--- config.mk ---
export PLATFORM = sky130hd
export DESIGN_NAME = lock_entry_conditioner
export DESIGN_NICKNAME = d
export VERILOG_FILES = /design/src/rtl/lock_entry_conditioner.sv
export SDC_FILE = /design/constraint.sdc
export NUM_CORES = 1
export LEC_CHECK = 0
export CORE_UTILIZATION = 60
export DETAILED_ROUTE_END_ITERATION = 8
export PLACE_DENSITY = 0.92
export SLEW_MARGIN = 40
export SYNTH_ARGS = -nofsm -noshare
export SYNTH_HDL_FRONTEND = slang
export SYNTH_SLANG_ARGS = --single-unit
--- constraint.sdc ---
create_clock -name clk -period 3.3 [get_ports clk]
set_input_delay 0.66 -clock clk [delete_from_list [all_inputs] [get_ports clk]]
set_output_delay 0.66 -clock clk [all_outputs]
set_load 0.01 [all_outputs]
--- src/rtl/lock_entry_conditioner.sv ---
// Conditions the raw ENTER key and digit switches into one clean digit strobe per debounced press.
// A press is accepted after DEBOUNCE_CYCLES stable cycles; the entry count follows the strobe by one cycle.
module lock_entry_conditioner #(
    parameter int DEBOUNCE_CYCLES = 500000,
    parameter int CNT_W           = 19,
    parameter int NUM_DIGITS      = 6
) (
    input  logic       clk,
    input  logic       reset,
    input  logic       key_n_in,
    input  logic [3:0] sw_in,
    input  logic       clear,
    output logic       digit_valid,
    output logic [3:0] digit_out,
    output logic       digit_invalid,
    output logic [2:0] entry_count,
    output logic       seq_done,
    output logic       key_level
);

    typedef enum logic [1:0] {IDLE, PRESS_CHK, HELD, REL_CHK} state_t;

    localparam logic [CNT_W-1:0] CNT_LAST  = CNT_W'(DEBOUNCE_CYCLES - 1);
    localparam logic [2:0]       COUNT_MAX = 3'(NUM_DIGITS);

    logic             key_meta, key_sync;
    logic [3:0]       sw_meta, sw_sync;
    state_t           state, state_nxt;
    logic [CNT_W-1:0] cnt, cnt_nxt;
    logic             capture;

    // The key is inverted before synchronising so key_sync is 1 while pressed.
    always_ff @(posedge clk or posedge reset) begin
        if (reset) begin
            key_meta <= 1'b0;
            key_sync <= 1'b0;
            sw_meta  <= 4'd0;
            sw_sync  <= 4'd0;
        end else begin
            key_meta <= ~key_n_in;
            key_sync <= key_meta;
            sw_meta  <= sw_in;
            sw_sync  <= sw_meta;
        end
    end

    always_ff @(posedge clk or posedge reset) begin
        if (reset) begin
            state <= IDLE;
            cnt   <= '0;
        end else begin
            state <= state_nxt;
            cnt   <= cnt_nxt;
        end
    end

    always_comb begin
        state_nxt = state;
        cnt_nxt   = cnt;
        capture   = 1'b0;
        case (state)
            IDLE: begin
                if (key_sync) begin
                    state_nxt = PRESS_CHK;
                    cnt_nxt   = '0;
                end
            end
            PRESS_CHK: begin
                if (!key_sync) begin
                    state_nxt = IDLE;
                    cnt_nxt   = '0;
                end else if (cnt == CNT_LAST) begin
                    state_nxt = HELD;
                    cnt_nxt   = '0;
                    capture   = 1'b1;
                end else begin
                    cnt_nxt = cnt + CNT_W'(1);
                end
            end
            HELD: begin
                if (!key_sync) begin
                    state_nxt = REL_CHK;
                    cnt_nxt   = '0;
                end
            end
            REL_CHK: begin
                if (key_sync) begin
                    state_nxt = HELD;
                    cnt_nxt   = '0;
                end else if (cnt == CNT_LAST) begin
                    state_nxt = IDLE;
                    cnt_nxt   = '0;
                end else begin
                    cnt_nxt = cnt + CNT_W'(1);
                end
            end
            default: begin
                state_nxt = IDLE;
                cnt_nxt   = '0;
            end
        endcase
    end

    always_ff @(posedge clk or posedge reset) begin
        if (reset) begin
            digit_valid   <= 1'b0;
            digit_out     <= 4'd0;
            digit_invalid <= 1'b0;
        end else begin
            digit_valid <= capture;
            if (capture) begin
                digit_out     <= sw_sync;
                digit_invalid <= (sw_sync > 4'd9);
            end
        end
    end

    // A clear that coincides with a strobe keeps that digit as the first of the new entry.
    always_ff @(posedge clk or posedge reset) begin
        if (reset) begin
            entry_count <= 3'd0;
        end else if (clear) begin
            entry_count <= digit_valid ? 3'd1 : 3'd0;
        end else if (digit_valid && (entry_count != COUNT_MAX)) begin
            entry_count <= entry_count + 3'd1;
        end
    end

    assign seq_done  = (entry_count == COUNT_MAX);
    assign key_level = (state == HELD) || (state == REL_CHK);

endmodule

# [Word-level counts from Yosys, hierarchy flattened]
# Cells that the tools add are included.
[totals] ram_bits=0 output_inout_bits=11 input_bits=8 latch_bits=0 mem_count=0 regBits=40 rom_bits=0 elab_cells=49
[op_classes] addsub=2 n_reduce_logical=6 mux=19 n_shift=0 n_bitwise=1 div_mod_pow=0 order_cmp=1 eq_ne=10 multipliers=0
[ops] op="$mux W19" count=5
[ops] op="$pmux W19 S4" count=1
[ops] op="$add A19 B1 Y19 const B" count=1
[ops] op="$eq A19 B19 Y1 const B" count=1
[ops] op="$mux W2" count=6
[ops] op="$ne A3 B3 Y1 const B" count=3
[ops] op="$pmux W2 S4" count=1
[ops] op="$mux W3" count=2
[ops] op="$eq A2 B2 Y1 const B" count=2
[ops] op="$gt A4 B4 Y1 const B" count=1
[ops] op="$mux W1" count=4
[ops] op="$ne A2 B2 Y1 const B" count=2
[ops] op="$reduce_and A4 Y1" count=1
[ops] op="$add A3 B1 Y3 const B" count=1
[ops] op="$eq A3 B3 Y1 const B" count=1
[ops] op="$eq A2 B1 Y1 const B" count=1
[ops] op="$logic_not A2 Y1" count=1
[ops] op="$reduce_and A2 Y1" count=1
[ops] op="$reduce_bool A2 Y1" count=1
[ops] op="$logic_and A1 B1 Y1" count=1
[ops] op="$logic_or A1 B1 Y1" count=1
[ops] op="$not A1 Y1" count=1

# [Longest topological paths before layout]
[logic_depth] word_depth=4 mapped_depth=8 depth_no_buf=6

# [Worst setup path before layout]
# OpenSTA, ideal clock, no wires.
[synth_timing] kind="register -> register" from="register cnt[0]" to="register cnt[13]" synth_period_minus_slack_ns=1.789 setup_time_ns=0.121 path_buffers=2 path_stages_with_launch=9 arrival_ns=1.668 t_required_ns=3.179 setup_slack_ns=1.511 path_cell_list="dfrtp_1 ha_1 and4_1 buf_2 nand2b_1 o31ai_2 buf_6 o21ai_2 a22o_1"
[synth_between] elab_chain_cells=4 word_cells_on_any_way=6 classes_between="add/sub: 1; eq/ne: 1; mux: 4"
[synth_rtl] item="start, declared" line="29" text="logic [CNT_W-1:0] cnt, cnt_nxt;"
[synth_rtl] item="start signal, assigned" line="53" text="cnt <= cnt_nxt;"
[synth_rtl] item="$add A19 B1 Y19 or $eq A19 B19 Y1 (tied branches)"
[synth_rtl] item="$mux W19 (*)" line="72, 90"
[synth_rtl] item="$mux W19 (on tied branches)" line="87, 69"
[synth_rtl] item="$pmux W19 S4 (*)" line="61" text="case (state)"
# Every way passes the cells marked *; elsewhere a longest branch is shown, timed or not.
# A chain may end at the register's enable or synchronous reset.

# [Worst setup path in the final report]
[layout_timing] from="register entry_count[0]" to="output seq_done"
[layout_between] elab_chain_cells=1
[layout_rtl] item="start, declared" line="16" text="output logic [2:0] entry_count,"
[layout_rtl] item="start signal, assigned" line="123" text="entry_count <= digit_valid ? 3'd1 : 3'd0;"
[layout_rtl] item="start signal, assigned" line="125" text="entry_count <= entry_count + 3'd1;"
[layout_rtl] item="$eq A3 B3 Y1" line="129" text="assign seq_done = (entry_count == COUNT_MAX);"
[layout_rtl] item="end, declared" line="17" text="output logic seq_done,"
# No other way between the ends.

==> flow_summary.ini <==
[die]
io_pins = 19
start_util_pct = 63.66
die_area_um2 = 3498
coreArea_um2 = 3078
fp.dieW_um = 59.15
die_h_um = 59.15
placementRows = 20

[hold_path]
holdPathEnd = key_sync
hold_path.class = register to register
holdPathStages = 0
worstHoldStart = key_meta

[critical_path]
r2r_cells = 5
end_kind = output pin
worstReg2RegStart = key_sync
crit_arrival_ps = 1780
ff2ff_setup_slack_ps = 1120
criticalPathCategory = register to output pin
cp.required_ps = 2640
timing.rr.end = cnt[16]
crit_path_start_kind = register
crit_fanout = 5

[drt]
postRouteAntennaNets = 0
routed_wirelength_mm = 3.995
routed_via_density = 5.919
drc = 0
vias = 1456
drtPass1Iterations = 4
drt_iter0_markers = 74
wl_per_cell_um = 16.24

[clocking]
hold_buffers = 0
cts_max_level = 2
clock-sinks = 40
cts_tree = done
numCtsBuffers = 5
clk_pin_slew_worst_paths_ps = 120
clk_latency_ps = 360
cts_setup_buffers = 0
cts_resized = 0
cts-root-buf = clkbuf_4
cts.path.max_buffers = 2

[sta]
fmax_ghz = 0.4100
post-route-period-util_pct = 73.91
skew_ps = 8.722
tns_ps = 0
finalHoldViolCount = 0
finalSetupViolCount = 0
worst_pin_slew_ps = 578.7
drv_slew = 0
period_needed_ps = 2439
rsz0062_at_grt = false
max-slew-margin-rel_pct = 61.12

[yosys]
syn_area_per_cell_um2 = 10.71
ys_seq_area_share_pct = 51.09
synth_area_leaders = dfrtp_1 (51%), nand2_1 (3.6%), nand3_1 (3.3%)
ys.flop_type = dfrtp_1
syn-cell-area_um2 = 1959
synth_edf_count = 0
synth_top_area_share_pct = 51.09
synthCells = 183
ys_ff_latch = 40
yosysTopAreaCell = dfrtp_1
synth_warnings = 0
async_reset_ff_share_pct = 100.0
syn_nets = 194
synthDistinctLibCells = 48

[global_route]
grt_pass1_vias = 1355
grt_first_pass_wirelength_mm = 6.327
antenna_found_initial = 0
grt.overflow.total = 0
grt_usage_pct = 25.33
grt_start_max_net_pins = 41

[cells_and_area]
multi_input_area_um2 = 878.3
diodes = 0
area_delta_synth_final_pct = 14.11
register_area_um2 = 1001
finalNetCount = 212
fillers = 223
layout-drive-gt1-share_pct = 11.88

[placement]
finalWeightedCongestion = 0.8811
dp_hpwl_mm = 2.901
portBuffers = 18

[run]
drv_cap = 0

[outcome]
status = completed

[power_and_ir_drop]
peakVddDrop_v = 0.0003350
p_per_area_nw_per_um2 = 397.0
leakage_nw = 0.9975
power_mw = 0.8877
-- metrics by stage --
| step | setup WS (ps) | util (%) | instance area, µm² | std cells | hold slack, ps |
|---|---|---|---|---|---|
| final | 861.0 | 72.64 | 2236 | 246 | 364.0 |
| after global routing | 756.8 | 72.64 | 2236 | 246 | 367.0 |
| after CTS | 848.0 | 72.28 | 2225 | 246 | 365.4 |
| after floorplan | 1511 | - | 1959 | 183 | 331.2 |
| after global placement | 1084 | 69.55 | 2141 | 238 | 332.3 |
| after detailed placement | 925.9 | 69.55 | 2141 | 238 | 337.3 |
-- worst max path at each step --
stage,start,endpoint,slack (ps),cells after the start
floorplan,cnt[0],cnt[13],1510,8
global route,entry_count[0],seq_done,760,5
detailed placement,cnt[0],cnt[18],930,6
finish,entry_count[0],seq_done,860,5
global placement,cnt[0],cnt[5],1080,6
CTS,entry_count[0],seq_done,850,5
-- report_power, final --
part	switching, mW	internal [mW]	total (mW)
Combinational	0.0286	0.0170	0.0456
Sequential	0.00639	0.499	0.505
Clock	0.175	0.162	0.337
Total	0.210	0.678	0.888
-- layout by cell type, fill, tap and decap left out, types with 5 or more instances in the layout --
cell / count
nand4_1: 6
nor3_1: 6
a21oi_1: 8
clkbuf_4: 5
o21ai_0: 6
clkdlybuf4s50_1: 18
inv_1: 8
nor2_1: 5
dfrtp_1: 40
or3_1: 6
nand3_1: 13
nand2_1: 19
-- kinds of logic after synthesis --
family / share of synthesized area [%]
DFF: 51.09
adders and majority gates: 1.916
muxes: 4.662
AOI/OAI and AO/OA: 11.69
buffers and inverters: 4.661
xor gates and xnor gates: 0.8942
and+or+nand+nor: 25.10
-- cell type report --
type,count,area share [%]
sequential,40,44.77
multi-input combinational,127,39.28
timing repair buffer,19,8.394
tap,44,2.462
clock inverter,3,2.071
clock buffer,5,1.679
inverter,8,1.343
-- worst max-delay path: stages (launching register included) --
cell and delay [ps]:
dfrtp_1 420, inv_1 110, ha_1 170, nand2_1 120
inv_1 80, clkdlybuf4s50_1 520
-- routing by layer --
layer,vias to the layer above,global-route usage [%],part of all wire (%)
li1,699,-,-
met1,714,30.91,43
met2,38,43.02,52
met3,5,6.987,4.7
met4,0,9.184,1.0
met5,-,0,0
-- registers in the layout (all words and copies together) (netlist names), named ones only --
signal and count:
sw_meta 4, digit_out 4, key_meta 1, key_sync 1, sw_sync 4, digit_valid 1, digit_invalid 1, entry_count 3
state 1, cnt 19
-- synthesized netlist by cell type, types with 2 or more instances --
cell	count
and3_1	2
nand2_1	19
and2_1	2
o21ai_0	6
nor4_1	2
a22o_1	3
nand3_1	13
ha_1	3
o21ai_2	2
clkbuf_1	2
a21o_1	4
or3_1	6
nor3b_1	4
mux2_4	4
buf_6	3
inv_1	8
a21oi_1	8
nand2b_1	2
and4_1	3
mux2i_1	2
buf_4	2
dfrtp_1	40
o21ai_1	3
nor2_1	6
nor3_1	6
nand4_1	6
No activity file was read; power rests on OpenSTA's default activity.
